[src/rtl/reg_intf_pkg.sv]
// Register bus request/response types shared by the PLIC and its bus agents.
package reg_intf_pkg;

   typedef struct packed {
      logic [31:0] addr;
      logic        write;
      logic [31:0] wdata;
      logic [3:0]  wstrb;
      logic        valid;
   } req_a32_d32;

   typedef struct packed {
      logic [31:0] rdata;
      logic        error;
      logic        ready;
   } rsp_d32;

endpackage

[src/rtl/plic_claim_sequencer.sv]
// Hardware claim/complete agent for one PLIC target context: claims on eip,
// hands the ID to a consumer, and writes it back once the consumer is done.
module plic_claim_sequencer #(
   parameter logic [31:0] CC_ADDR = 32'h0020_0004,
   parameter int unsigned SRCW    = 5,
   parameter int unsigned HOLDOFF = 4
) (
   input  logic                     clk_i,
   input  logic                     rst_ni,
   input  logic                     enable_i,
   input  logic                     eip_i,
   output reg_intf_pkg::req_a32_d32 req_o,
   input  reg_intf_pkg::rsp_d32     resp_i,
   output logic                     id_valid_o,
   output logic [SRCW-1:0]          id_o,
   input  logic                     id_ready_i,
   input  logic                     done_i,
   output logic                     busy_o,
   output logic                     bus_err_o,
   output logic [15:0]              spurious_cnt_o
);

   typedef enum logic [2:0] {
      S_IDLE,
      S_CLAIM,
      S_DELIVER,
      S_SERVICE,
      S_COMPLETE,
      S_HOLD
   } state_e;

   state_e                   state_q, state_d;
   logic [SRCW-1:0]          id_q, id_d;
   logic [7:0]               hold_q, hold_d;
   logic                     err_q, err_d;
   logic [15:0]              spur_cnt_q, spur_cnt_d;
   reg_intf_pkg::req_a32_d32 req_q, req_d;
   logic                     id_valid_q, id_valid_d;
   logic                     busy_q, busy_d;
   logic                     unused_rdata_hi;

   always_comb begin
      unused_rdata_hi = ^resp_i.rdata;
   end

   always_comb begin
      state_d    = state_q;
      id_d       = id_q;
      hold_d     = hold_q;
      err_d      = err_q;
      spur_cnt_d = spur_cnt_q;

      case (state_q)
         S_IDLE: begin
            if (enable_i && eip_i) state_d = S_CLAIM;
         end
         S_CLAIM: begin
            if (resp_i.ready) begin
               if (resp_i.error) begin
                  err_d   = 1'b1;
                  state_d = S_HOLD;
               end else if (resp_i.rdata[SRCW-1:0] == '0) begin
                  if (spur_cnt_q != 16'hFFFF) spur_cnt_d = spur_cnt_q + 16'd1;
                  state_d = S_HOLD;
               end else begin
                  id_d    = resp_i.rdata[SRCW-1:0];
                  state_d = S_DELIVER;
               end
            end
         end
         S_DELIVER: begin
            if (id_ready_i) state_d = S_SERVICE;
         end
         S_SERVICE: begin
            if (done_i) state_d = S_COMPLETE;
         end
         S_COMPLETE: begin
            if (resp_i.ready) begin
               if (resp_i.error) err_d = 1'b1;
               state_d = S_HOLD;
            end
         end
         S_HOLD: begin
            if (hold_q == '0) state_d = S_IDLE;
            else              hold_d  = hold_q - 8'd1;
         end
         default: state_d = S_IDLE;
      endcase

      if (state_d == S_HOLD && state_q != S_HOLD) hold_d = 8'(HOLDOFF - 1);

      // Outputs are registered from the next state so they line up with it.
      req_d = '0;
      if (state_d == S_CLAIM) begin
         req_d.valid = 1'b1;
         req_d.addr  = CC_ADDR;
      end else if (state_d == S_COMPLETE) begin
         req_d.valid = 1'b1;
         req_d.write = 1'b1;
         req_d.addr  = CC_ADDR;
         req_d.wstrb = 4'hF;
         req_d.wdata = 32'(id_d);
      end
      id_valid_d = (state_d == S_DELIVER);
      busy_d     = (state_d != S_IDLE);
   end

   always_ff @(posedge clk_i or negedge rst_ni) begin
      if (!rst_ni) begin
         state_q    <= S_IDLE;
         id_q       <= '0;
         hold_q     <= '0;
         err_q      <= 1'b0;
         spur_cnt_q <= '0;
         req_q      <= '0;
         id_valid_q <= 1'b0;
         busy_q     <= 1'b0;
      end else begin
         state_q    <= state_d;
         id_q       <= id_d;
         hold_q     <= hold_d;
         err_q      <= err_d;
         spur_cnt_q <= spur_cnt_d;
         req_q      <= req_d;
         id_valid_q <= id_valid_d;
         busy_q     <= busy_d;
      end
   end

   assign req_o          = req_q;
   assign id_valid_o     = id_valid_q;
   assign id_o           = id_q;
   assign busy_o         = busy_q;
   assign bus_err_o      = err_q;
   assign spurious_cnt_o = spur_cnt_q;

endmodule

[config.mk]
export PLATFORM = sky130hd
export DESIGN_NAME = plic_claim_sequencer
export DESIGN_NICKNAME = d
export VERILOG_FILES = /design/src/rtl/reg_intf_pkg.sv /design/src/rtl/plic_claim_sequencer.sv
export SDC_FILE = /design/constraint.sdc
export NUM_CORES = 1
export LEC_CHECK = 0
export CORE_MARGIN = 5
export CORE_UTILIZATION = 44
export CTS_BUF_LIST = sky130_fd_sc_hd__clkbuf_4
export DETAILED_ROUTE_END_ITERATION = 6
export PLACE_DENSITY = 0.95
export SLEW_MARGIN = 25
export SYNTH_ARGS = -nofsm -noshare
export SYNTH_HDL_FRONTEND = slang
export SYNTH_SLANG_ARGS = --single-unit
[constraint.sdc]
create_clock -name clk_i -period 6 [get_ports clk_i]
set_input_delay 1.2 -clock clk_i [delete_from_list [all_inputs] [get_ports clk_i]]
set_output_delay 1.2 -clock clk_i [all_outputs]
set_load 0.03 [all_outputs]
======== Yosys cells after proc, flatten, opt, wreduce, memory -nomap -nowiden ========
Index checks and enable logic that the tools add are counted.
word-level totals
  register bits after elaboration ......... 105
  input bits .............................. 40
  output and inout port bits .............. 94
  word-level logic and storage cells ...... 58
cells by class
  $add $sub $neg .......................... 2
  eq/ne operators ......................... 12
  multiplexer cells ....................... 20
  bitwise logic cells ..................... 1
  reduce and logical (&&, ||, !) cells .... 11
operator list
  operator                 count
  $mux W60                 1
  $mux W37                 1
  $mux W32                 1
  $mux W3                  8
  $mux W8                  3
  $mux W5                  4
  $pmux W3 S6              1
  $add A16 B1 Y16 const B  1
  $ne A16 B16 Y1 const B   1
  $eq A3 B3 Y1 const B     4
  $eq A3 B2 Y1 const B     3
  $logic_not A8 Y1         1
  $sub A8 B1 Y8 const B    1
  $eq A3 B1 Y1 const B     2
  $logic_not A5 Y1         1
  $reduce_and A5 Y1        1
  $logic_not A3 Y1         1
  $ne A3 B3 Y1 const B     1
  $reduce_and A3 Y1        1
  $reduce_bool A3 Y1       1
  $logic_and A1 B1 Y1      2
  $ne A2 B1 Y1 const B     1
  $reduce_and A2 Y1        1
  $reduce_bool A2 Y1       1
  3 further kinds          3

======== Logic depth before layout (Yosys ltp) ========
  word-level depth ........................ 9
  gate-level depth with buffers ........... 7

======== Least setup slack after synthesis ========
OpenSTA, ideal clock, no wires.
  path type ............................... input port to flip-flop
  start ................................... input resp_i[2] in the netlist's numbering
  end ..................................... register spur_cnt_q[12], in the netlist spurious_cnt_o[12]
  arrival time ............................ 2.901 ns
  data required time ...................... 5.875 ns
  slack ................................... 2.974 ns
  stages .................................. 5
  path buffers ............................ 0
  cell sequence ........................... or4_4 -> or4b_4 -> nor3_1 -> nand3_1 -> mux2_4
on the way
  cells in the longest elaborated chain, start to end .. 2
RTL lines
  item                         RTL line                     source
  start: declaration           plic_claim_sequencer.sv:13   input reg_intf_pkg::rsp_d32 resp_i,
  $logic_not A5 Y1             plic_claim_sequencer.sv:62   end else if (resp_i.rdata[SRCW-1:0] == '0) begin
  $reduce_and A5 Y1 (no line)  -
  end signal: assignment       plic_claim_sequencer.sv:123  spur_cnt_q <= spur_cnt_d;
  end: declaration             plic_claim_sequencer.sv:36   logic [15:0] spur_cnt_q, spur_cnt_d;
No other way between the ends.
A chain may end at the register's enable or synchronous reset.

======== Final worst setup path ========
  start ................................... input resp_i[3] in the netlist's numbering
  end ..................................... register hold_q[0]
on the way
  cells in the longest elaborated chain, start to end .. 9
  elaborated cells between the ends (all ways) .. 11
  classes of those cells .................. eq/ne (2); mux (5); reduce/logical (4)
RTL lines
  item                                                          RTL line                     source
  $logic_not A5 Y1 (*)                                          plic_claim_sequencer.sv:62
  $mux W3 (*)                                                   plic_claim_sequencer.sv:62
  $mux W3 (*)                                                   plic_claim_sequencer.sv:59   if (resp_i.error) begin
  $mux W3 (*)                                                   plic_claim_sequencer.sv:58   if (resp_i.ready) begin
  $pmux W3 S6 (*)                                               plic_claim_sequencer.sv:53   case (state_q)
  named net state_d[1]                                          plic_claim_sequencer.sv:32   state_e state_q, state_d;
  $eq A3 B3 Y1 (*)                                              plic_claim_sequencer.sv:90   if (state_d == S_HOLD && state_q != S_HOLD) hold_d = 8'(HOLDOFF - 1);
  $logic_and A1 B1 Y1 (*)                                       plic_claim_sequencer.sv:90
  $ne A2 B1 Y1 (no line) or $reduce_bool A2 Y1 (tied branches)  -
  $reduce_and A2 Y1 (no line)                                   -
  end signal: assignment                                        plic_claim_sequencer.sv:121  hold_q <= hold_d;
  end: declaration                                              plic_claim_sequencer.sv:34   logic [7:0] hold_q, hold_d;
Mark *: on every way through the listed nets, which the timed path passes. The rest lies on a longest branch.

==> results.cfg <==
[global_routing]
use_met3_pct = 4.707
grt_pass1_vias = 1657
grt_max_degree = 43
met1_usage_pct = 15.79
grt_pass1_wl_mm = 7.941
grt_overflow = 0
grt_usage_pct = 13.55
grt-busiest-layer = met2
antenna_found_initial = 0
grtUsageMet2_pct = 23.41

[setup_path]
path_buf_inv = 1
slowest_delay_ns = 0.60
critPathRequiredTime_ns = 6.28
crit_arrival_ns = 3.55
critPathKind = input pin to flip-flop
cp-start-kind = input pin
cp-end-kind = flip-flop
r2r-start = state_q[0]
cpLargestDelayFamily = compound AO/OA/AOI/OAI gates
crit_slowest_cell = a2111oi_4
path_cells = clkdlybuf4s50_1, or4_4, o211ai_2, nand2_2, a2111oi_4, o21bai_1
cp_max_fo = 8
startpoint = resp_i[3]

[sta]
max_clock_freq_ghz = 0.3060
hold_viol = 0
rsz0062_at_grt = false
slew_headroom_pct = 52.26
min_period_ns = 3.268
tightest_slew_ns = 0.7107
finClkSkew_ns = 0.01152
setup-tns-final_ns = 0
fin_crit_sh_pct = 54.47
slew_viol_final = 0
setup_viol = 0

[drt]
vias = 1787
routed_wl_mm = 5.039
postRouteAntennaNets = 0
route.detailed.drc = 0
detail_route.iter0.violations = 93
via_per_inst = 4.883
drtPass1Iterations = 4
wl_per_cell_um = 13.77

[place]
io_buffers = 49
dp_cells = 359
dpl.hpwl_mm = 3.907
place_congestion = 0.8837

[synthesis]
synth_edf_count = 0
synth-seq-cells = 42
netlist_area_um2 = 2532
ys.warnings.count = 0
syn_inst = 248
seq_area_frac_synth_pct = 41.50
synth.avg_cell_area_um2 = 10.21
yosys.cell_types.count = 56
async_reset_ff_share_pct = 100.0
ys.flop_type = dfrtp_1

[floorplan]
die_area_um2 = 7373
die_h_um = 85.87
core_area_um2 = 5540
pin_count = 134
rows = 27
die_w_um = 85.87
start_util_pct = 45.71

[final_layout]
final_util_pct = 52.42
final_common_cell = conb_1
drive_gt1_share_pct = 7.483
final_cell_mix = conb_1, clkdlybuf4s50_1, dfrtp_1
n_antenna_cell = 0
area_growth_pct = 14.67
fin_cells = 366
nets = 336

[pwr]
vdd_ir_drop_max_uv = 267.2
p_per_area_nw_per_um2 = 409.9
leakage_nw = 1.317

[cts]
cts_tree = built
numCtsBuffers = 5
cts_hold_buf = 0
post-cts-setup-buffers = 0
cts_num_sinks = 42
cts-resized-gates = 0
htree_levels = 2
cts_buffer_depth = 2
clkSlewWorstSetupHoldPaths_ns = 0.12
root_buffer = clkbuf_4
clk_latency_ns = 0.35

[hold_path]
worstHoldStart = bus_err_o
worst_hold_path_type = flip-flop to flip-flop

[run_status]
run_status = finished clean

[flow_run]
drv_cap = 0
-- layout make-up --
cell class | count | area (um^2)
fill | 508 | 2636
multi-input combinational | 190 | 1181
sequential | 42 | 1051
timing repair buffer | 49 | 488.0
tap | 72 | 90.09
clock buffer | 5 | 37.54
clock inverter | 2 | 33.78
inverter | 6 | 22.52
-- worst paths after layout --
check | endpoint | slack (ns) | cells past startpoint
max in group asynchronous | hold_q[3] | 4.81 | 1
worst max-delay path | hold_q[0] | 2.73 | 6
min in group asynchronous | spurious_cnt_o[11] | 0.80 | 1
worst max register to register | req_o[40] | 3.72 | 5
worst min register to register | bus_err_o | 0.50 | 1
worst min-delay path | bus_err_o | 0.50 | 1
-- metrics by stage --
step / worst slack, ns / hold slack [ns] / power (mW) / instance area, um^2
6_report: 2.732 / 0.5009 / 1.190 / 2904
5_1_grt: 2.665 / 0.5036 / 1.268 / 2904
4_1_cts: 2.761 / 0.5014 / 1.198 / 2902
3_5_place_dp: 2.374 / 0.4682 / 1.018 / 2830
3_3_place_gp: 2.449 / 0.4597 / 1.000 / 2830
2_1_floorplan: 2.974 / 0.4589 / 0.8789 / 2743
-- flip-flops by register name (all words and copies together), names as in the netlist --
signal          cells
bus_err_o           1
busy_o              1
hold_q              8
id_o                5
id_valid_o          1
req_o               7
spurious_cnt_o     16
state_q             3
-- report_power, final --
group | total (mW) | switching, mW | internal (mW)
Sequential | 0.434 | 0.0746 | 0.359
Combinational | 0.582 | 0.350 | 0.232
Clock | 0.174 | 0.0897 | 0.0843
-- worst reg2reg max path: stages (launching register included) --
cell	delay, ns
dfrtp_1	0.54
or4b_1	0.22
a2bb2o_1	0.29
nor4_2	0.43
or3b_1	0.55
a21oi_1	0.18
-- routing by layer --
layer | part of all wire, % | wire (um)
met5 | 0 | 0
met4 | 0.79 | 40
met3 | 9.7 | 487
met2 | 52 | 2635
met1 | 37 | 1876
-- synth_stat cells (all sizes together) (2+ instances only) --
cell type	n	share of area [%]
nor2	15	2.2
a22o	2	0.69
or4	2	0.74
mux2	5	2.4
nand3	12	2.4
buf	66	19
or3b	2	0.69
and3	3	0.74
xnor2	15	5.2
o21bai	2	0.59
nand3b	2	0.59
nor4	3	1.6
a211oi	3	1.1
nor3	5	0.99
o211ai	2	0.79
ha	2	0.99
a21oi	3	1.0
inv	5	0.74
nor2b	7	1.7
xor2	5	1.7
nand4	4	0.99
dfrtp	42	42
nand2	15	2.3
or4b	2	0.94
a211o	2	0.69
nand2b	3	0.74
and2	2	0.49
-- cell families after synthesis --
| family | synth area share [%] |
|---|---|
| AO/OA/AOI/OAI | 7.658 |
| AND/OR/NAND/NOR | 19.86 |
| adder cells (fa/ha/maj) | 0.9880 |
| buffers and inverters | 20.16 |
| multiplexers | 2.767 |
| XOR/XNOR | 6.917 |
| other | 0.1481 |
| flip-flops | 41.50 |
No activity file was read; power rests on OpenSTA's default activity.
